### config.mk
export PLATFORM = sky130hd
export DESIGN_NAME = load_store_unit_flat
export DESIGN_NICKNAME = d
export VERILOG_FILES = /design/src/rtl/load_store_unit_if.sv /design/src/rtl/load_store_unit.sv /design/src/flat_wrapper.sv
export SDC_FILE = /design/constraint.sdc
export NUM_CORES = 1
export LEC_CHECK = 0
export ABC_CLOCK_PERIOD_IN_PS = 3800
export BUFFER_PORTS_ARGS = -buffer_cell sky130_fd_sc_hd__buf_2
export CORE_MARGIN = 2
export CORE_UTILIZATION = 52
export DETAILED_ROUTE_END_ITERATION = 10
export PLACE_DENSITY = 0.81
export SYNTH_ARGS = -nofsm -noshare
export SYNTH_HDL_FRONTEND = slang
export SYNTH_SLANG_ARGS = --single-unit
### constraint.sdc
create_clock -name clk -period 3.8 [get_ports clk]
set_input_delay 1.14 -clock clk [delete_from_list [all_inputs] [get_ports clk]]
set_output_delay 1.14 -clock clk [all_outputs]
set_load 0.01 [all_outputs]
### src/rtl/load_store_unit_if.sv
// Request/response handshake between the MEM stage and the load/store unit.
// master = pipeline side, slave = load_store_unit side.
interface load_store_unit_if #(
    parameter int ADDR_WIDTH = 32
);
    logic                  req_valid;
    logic                  req_ready;
    logic                  req_write;
    logic [1:0]            req_size;
    logic                  req_unsigned;
    logic [ADDR_WIDTH-1:0] req_addr;
    logic [31:0]           req_wdata;
    logic                  resp_valid;
    logic                  resp_ready;
    logic [31:0]           resp_rdata;
    logic                  resp_err;

    modport master (
        output req_valid, req_write, req_size, req_unsigned, req_addr, req_wdata, resp_ready,
        input  req_ready, resp_valid, resp_rdata, resp_err
    );

    modport slave (
        input  req_valid, req_write, req_size, req_unsigned, req_addr, req_wdata, resp_ready,
        output req_ready, resp_valid, resp_rdata, resp_err
    );
endinterface

### src/rtl/load_store_unit.sv
// Byte/half/word load-store initiator for a word-wide DataMemory port; sub-word stores use read-modify-write.
// Optional macro LSU_MISALIGN_TRAP_EN: misaligned requests return resp_err=1 without touching memory.
module load_store_unit #(
    parameter int ADDR_WIDTH = 32
) (
    input  logic                  clk,
    input  logic                  reset,
    load_store_unit_if.slave      bus,
    output logic                  MemRead,
    output logic                  MemWrite,
    output logic [ADDR_WIDTH-1:0] address,
    output logic [31:0]           write_data,
    input  logic [31:0]           read_data
);

`ifdef LSU_MISALIGN_TRAP_EN
    localparam bit TRAP_EN = 1'b1;
`else
    localparam bit TRAP_EN = 1'b0;
`endif

    typedef enum logic [2:0] {IDLE, LOAD, RMW_READ, WRITE, RESP} state_t;

    state_t      state;
    logic        ready_r;
    logic        valid_r;
    logic [31:0] rdata_r;
    logic        err_r;

    logic [1:0]  size_q;
    logic        uns_q;
    logic [1:0]  off_q;
    logic [31:0] wdata_q;

    logic        misaligned;

    assign bus.req_ready  = ready_r;
    assign bus.resp_valid = valid_r;
    assign bus.resp_rdata = rdata_r;
    assign bus.resp_err   = err_r;

    // Size 2'b1x is a word (11 is folded into word).
    assign misaligned = TRAP_EN &&
                        (((bus.req_size == 2'b01) && bus.req_addr[0]) ||
                         (bus.req_size[1] && (bus.req_addr[1:0] != 2'b00)));

    function automatic logic [31:0] extend_load(input logic [31:0] data, input logic [1:0] size,
                                                input logic [1:0] off, input logic uns);
        logic [7:0]  b;
        logic [15:0] h;
        b = data[{off, 3'b000} +: 8];
        h = off[1] ? data[31:16] : data[15:0];
        case (size)
            2'b00:   return uns ? {24'd0, b} : {{24{b[7]}}, b};
            2'b01:   return uns ? {16'd0, h} : {{16{h[15]}}, h};
            default: return data;
        endcase
    endfunction

    function automatic logic [31:0] merge_store(input logic [31:0] old, input logic [31:0] wdata,
                                                input logic [1:0] size, input logic [1:0] off);
        logic [31:0] r;
        r = old;
        case (size)
            2'b00: r[{off, 3'b000} +: 8] = wdata[7:0];
            2'b01: begin
                if (off[1]) r[31:16] = wdata[15:0];
                else        r[15:0]  = wdata[15:0];
            end
            default: r = wdata;
        endcase
        return r;
    endfunction

    // Request fields are pure data; they are only consumed after an accept.
    always_ff @(posedge clk) begin
        if (state == IDLE && bus.req_valid) begin
            size_q  <= bus.req_size;
            uns_q   <= bus.req_unsigned;
            off_q   <= bus.req_addr[1:0];
            wdata_q <= bus.req_wdata;
        end
    end

    always_ff @(posedge clk) begin
        if (reset) begin
            state      <= IDLE;
            ready_r    <= 1'b1;
            valid_r    <= 1'b0;
            rdata_r    <= 32'd0;
            err_r      <= 1'b0;
            MemRead    <= 1'b0;
            MemWrite   <= 1'b0;
            address    <= '0;
            write_data <= 32'd0;
        end else begin
            case (state)
                IDLE: begin
                    if (bus.req_valid) begin
                        address <= {bus.req_addr[ADDR_WIDTH-1:2], 2'b00};
                        rdata_r <= 32'd0;
                        err_r   <= 1'b0;
                        ready_r <= 1'b0;
                        if (misaligned) begin
                            err_r   <= 1'b1;
                            valid_r <= 1'b1;
                            state   <= RESP;
                        end else if (!bus.req_write) begin
                            MemRead <= 1'b1;
                            state   <= LOAD;
                        end else if (bus.req_size[1]) begin
                            write_data <= bus.req_wdata;
                            MemWrite   <= 1'b1;
                            state      <= WRITE;
                        end else begin
                            MemRead <= 1'b1;
                            state   <= RMW_READ;
                        end
                    end
                end
                LOAD: begin
                    rdata_r <= extend_load(read_data, size_q, off_q, uns_q);
                    MemRead <= 1'b0;
                    valid_r <= 1'b1;
                    state   <= RESP;
                end
                RMW_READ: begin
                    write_data <= merge_store(read_data, wdata_q, size_q, off_q);
                    MemRead    <= 1'b0;
                    MemWrite   <= 1'b1;
                    state      <= WRITE;
                end
                WRITE: begin
                    MemWrite <= 1'b0;
                    valid_r  <= 1'b1;
                    state    <= RESP;
                end
                RESP: begin
                    if (bus.resp_ready) begin
                        valid_r <= 1'b0;
                        ready_r <= 1'b1;
                        state   <= IDLE;
                    end
                end
                default: begin
                    MemRead  <= 1'b0;
                    MemWrite <= 1'b0;
                    valid_r  <= 1'b0;
                    ready_r  <= 1'b1;
                    state    <= IDLE;
                end
            endcase
        end
    end

endmodule

### src/flat_wrapper.sv
// flat-port wrapper written by rule: the top's interface ports become plain ports
module load_store_unit_flat 
#(
    parameter int ADDR_WIDTH = 32
)
  (clk, reset, MemRead, MemWrite, address, write_data, read_data, bus_req_valid, bus_req_write, bus_req_size, bus_req_unsigned, bus_req_addr, bus_req_wdata, bus_resp_ready, bus_req_ready, bus_resp_valid, bus_resp_rdata, bus_resp_err);
  load_store_unit_if #(.ADDR_WIDTH(ADDR_WIDTH)) bus_i ();
  input  logic clk;
  input  logic reset;
  output logic MemRead;
  output logic MemWrite;
  output logic [ADDR_WIDTH-1:0] address;
  output logic [31:0] write_data;
  input  logic [31:0] read_data;
  input wire logic [$bits(bus_i.req_valid)-1:0] bus_req_valid;
  input wire logic [$bits(bus_i.req_write)-1:0] bus_req_write;
  input wire logic [$bits(bus_i.req_size)-1:0] bus_req_size;
  input wire logic [$bits(bus_i.req_unsigned)-1:0] bus_req_unsigned;
  input wire logic [$bits(bus_i.req_addr)-1:0] bus_req_addr;
  input wire logic [$bits(bus_i.req_wdata)-1:0] bus_req_wdata;
  input wire logic [$bits(bus_i.resp_ready)-1:0] bus_resp_ready;
  output wire logic [$bits(bus_i.req_ready)-1:0] bus_req_ready;
  output wire logic [$bits(bus_i.resp_valid)-1:0] bus_resp_valid;
  output wire logic [$bits(bus_i.resp_rdata)-1:0] bus_resp_rdata;
  output wire logic [$bits(bus_i.resp_err)-1:0] bus_resp_err;
  assign bus_i.req_valid = bus_req_valid;
  assign bus_i.req_write = bus_req_write;
  assign bus_i.req_size = bus_req_size;
  assign bus_i.req_unsigned = bus_req_unsigned;
  assign bus_i.req_addr = bus_req_addr;
  assign bus_i.req_wdata = bus_req_wdata;
  assign bus_i.resp_ready = bus_resp_ready;
  assign bus_req_ready = bus_i.req_ready;
  assign bus_resp_valid = bus_i.resp_valid;
  assign bus_resp_rdata = bus_i.resp_rdata;
  assign bus_resp_err = bus_i.resp_err;
  load_store_unit #(.ADDR_WIDTH(ADDR_WIDTH)) u_core (.clk(clk), .reset(reset), .bus(bus_i), .MemRead(MemRead), .MemWrite(MemWrite), .address(address), .write_data(write_data), .read_data(read_data));
endmodule
==> impl_metrics.json <==
{
  "cts_buffer_depth": 2,
  "vias_per_cell": 6.15,
  "seqPwrFrac_pct": 41.7,
  "synth_area_per_cell_um2": 9.39,
  "routed-via-count": 6642,
  "fin_skew_ps": 7.85,
  "maxCapViolations": 0,
  "dr.pass1.iters": 5,
  "grt_usage_pct": 29.7,
  "power_uw": 4240,
  "yosys_warnings": 0,
  "holdPathEnd": "u_core.bus.resp_rdata[15]",
  "fin_area_mm2": 0.00848,
  "routedWlPerCell_um": 19.5,
  "critical_path_class": "reg -> reg",
  "postCtsSetupBuffers": 0,
  "drtAntennaViolNets": 0,
  "synth_top_area_share_pct": 29.7,
  "drc": 0,
  "grt_max_degree": 67,
  "hold_path.startpoint": "u_core.bus.resp_rdata[15]",
  "drv_slew": 0,
  "fin_nets": 1004,
  "fp.dieH_um": 119,
  "fmax_mhz": 362,
  "drt_wl_total_um": 21100,
  "synthesis.area_mm2": 0.00682,
  "relSlewSlack_pct": 25.0,
  "endpoint_kind": "flop",
  "synthTopCellsByArea": "dfxtp_1, edfxtp_1, a221o_1",
  "cts_resized": 0,
  "synth_edf_count": 37,
  "core_area_mm2": 0.0127,
  "min_period_ps": 2760,
  "cts-hold-fix-buffers": 0,
  "status": "finished clean",
  "clkPwrFrac_pct": 39.0,
  "setup_violations": 0,
  "cts_tree": "yes",
  "cts.sinks": 138,
  "combPwrFrac_pct": 19.2,
  "grt_pass1_vias": 6191,
  "max-vdd-ir-drop_v": 0.000368,
  "synthArstFlopShare_pct": 0,
  "die_w_um": 119,
  "areaGrowthSynthToFinish_pct": 24.4,
  "r2r_setup_slack_ps": 1040,
  "io-pin-count": 205,
  "ys_types": 56,
  "switchingPower_uw": 1290,
  "numCtsBuffers": 17,
  "gp_congestion": 0.949,
  "crit_path_max_fanout": 8,
  "start_kind": "flop",
  "period_share_pct": 72.7,
  "hold_path_class": "reg -> reg",
  "dpl_cell_area_mm2": 0.00790,
  "initial_core_util_pct": 53.6,
  "timing.rr.end": "u_core.write_data[25]",
  "crit_required_ps": 4120,
  "die_area_mm2": 0.0140,
  "power.density_mw_per_mm2": 500,
  "power.internal_uw": 2950,
  "synth_area_leader_cell": "dfxtp_1",
  "whs_path_depth": 1,
  "insertion_delay_ps": 430,
  "yosysMostFrequentCell": "dfxtp_1",
  "grt_overflow": 0,
  "worstMarginPinSlew_ps": 1120,
  "grt_pass1_wl_um": 33000,
  "fin_setup_tns_ps": 0,
  "ys.flop_type": "dfxtp_1",
  "yosysSeqAreaShare_pct": 45.9,
  "path_clk_slew_ps": 60,
  "final_hold_viol_count": 0,
  "drtIter0Drc": 823,
  "p_leak_uw": 0.00361,
  "drive_above_1_share_pct": 30.0,
  "netlist_instances": 726,
  "worstReg2RegStart": "u_core.off_q[1]",
  "clock_tree.root_cell": "clkbuf_16",
  "worstPathArrival_ps": 3090,
  "synth_common_cells": "dfxtp_1, nand2_1, nor2_1",
  "rr_worst_depth": 6,
  "antenna_found_initial": 0,
  "num_rows": 41,
  "swShare_pct": 30.4,
  "num_antenna_cells": 0,
  "rsz0062_at_grt": "false",
  "htreeDepth": 4,
  "dp_hpwl_um": 15000,
  "numPortBuffers": 201,
  "synth_seq_cells": 138,
  "n_fill_cell": 1051
}
## power groups by stage
stage | clock network [uW] | logic, uW | registers (uW)
2_1_floorplan | 0 | 490 | 1800
3_3_place_gp | 0 | 792 | 1790
3_5_place_dp | 0 | 804 | 1800
4_1_cts | 1670 | 809 | 1770
5_1_grt | 1740 | 887 | 1780
6_report | 1660 | 817 | 1770
## sequential cells by signal, summed over array words and instances, names as in the netlist, 2 cells and up
signal,cells
u_core.size_q,2
u_core.bus.resp_rdata,32
u_core.write_data,32
u_core.address,30
u_core.off_q,2
u_core.state,3
u_core.wdata_q,32
## worst max-delay path, cell delays in order (launching register included)
cell and delay [ps]:
edfxtp_1 590, inv_1 270, ha_1 310, or4b_4 540, nor3b_4 460, a211oi_1 170
o41ai_2 320
## routing by layer
| layer | routed length (um) | global-route usage, % | up-vias |
|---|---|---|---|
| met3 | 2560 | 8.83 | 56 |
| met5 | 0 | 0 | - |
| met2 | 9420 | 45.0 | 413 |
| met4 | 690 | 13.1 | 0 |
| met1 | 8440 | 39.3 | 3108 |
| li1 | - | - | 3065 |
## worst max path at each step
stage | cells past startpoint | startpoint | to | slack (ps)
after floorplan | 4 | bus_req_valid | u_core.off_q[0] | 640
after global placement | 5 | bus_req_valid | u_core.write_data[4] | 1070
after detailed placement | 5 | read_data[23] | u_core.bus.resp_rdata[13] | 1000
after CTS | 6 | u_core.off_q[1] | u_core.write_data[25] | 1100
after global routing | 6 | u_core.off_q[1] | u_core.write_data[24] | 930
final | 6 | u_core.off_q[1] | u_core.write_data[25] | 1040
## layout make-up
type	count	area, um^2	area share, %
repair buffers	216	1130	13.3
clock inverters	15	163	1.92
clock buffers	17	425	5.01
multi-input cells	504	3350	39.5
inverters	18	67.6	0.796
flip-flops and latches	138	3130	36.9
well taps	172	215	2.54
## cell families (layout without fill, tap and decap cells)
logic type / after synthesis / in the layout / share of synthesized area (%)
AOI/OAI and AO/OA: 234 / 234 / 26.3
DFF: 138 / 138 / 45.9
adders and majority gates: 5 / 5 / 0.917
buffers and inverters: 86 / 266 / 5.14
muxes: 26 / 26 / 5.25
other: 1 / 3 / 0.0550
and+or+nand+nor: 236 / 236 / 16.4
## cell usage in the layout, fill, tap and decap left out, types with 3 or more instances in the layout
cell type  count
buf_2        201
dfxtp_1      101
nand2_1       79
nor2_1        62
a21oi_1       48
edfxtp_1      37
a221o_1       34
nand2b_1      31
nor3_1        24
o21ai_0       23
a22o_1        22
a32o_1        22
inv_1         17
clkbuf_16     17
a31oi_1       15
buf_4         14
nor2b_1       13
nand3_1       13
mux2i_1       11
a211oi_1      10
o41ai_1       10
mux2_2         8
o211ai_1       8
mux4_2         7
o22ai_1        7
o2bb2ai_1      7
a221oi_1       6
inv_6          6
ha_1           5
a211o_1        4
clkinv_4       4
conb_1         3
## metrics by stage
stage | worst slack (ps) | util (%) | hold slack, ps | std cells
after floorplan | 642 | - | 481 | 728
after CTS | 1100 | 66.7 | 451 | 1080
after detailed placement | 1000 | 62.1 | 437 | 1048
after global placement | 1070 | 62.1 | 434 | 1048
final | 1040 | 66.7 | 449 | 1080
after global routing | 926 | 66.7 | 468 | 1080
(Power assumes the default switching activity.)
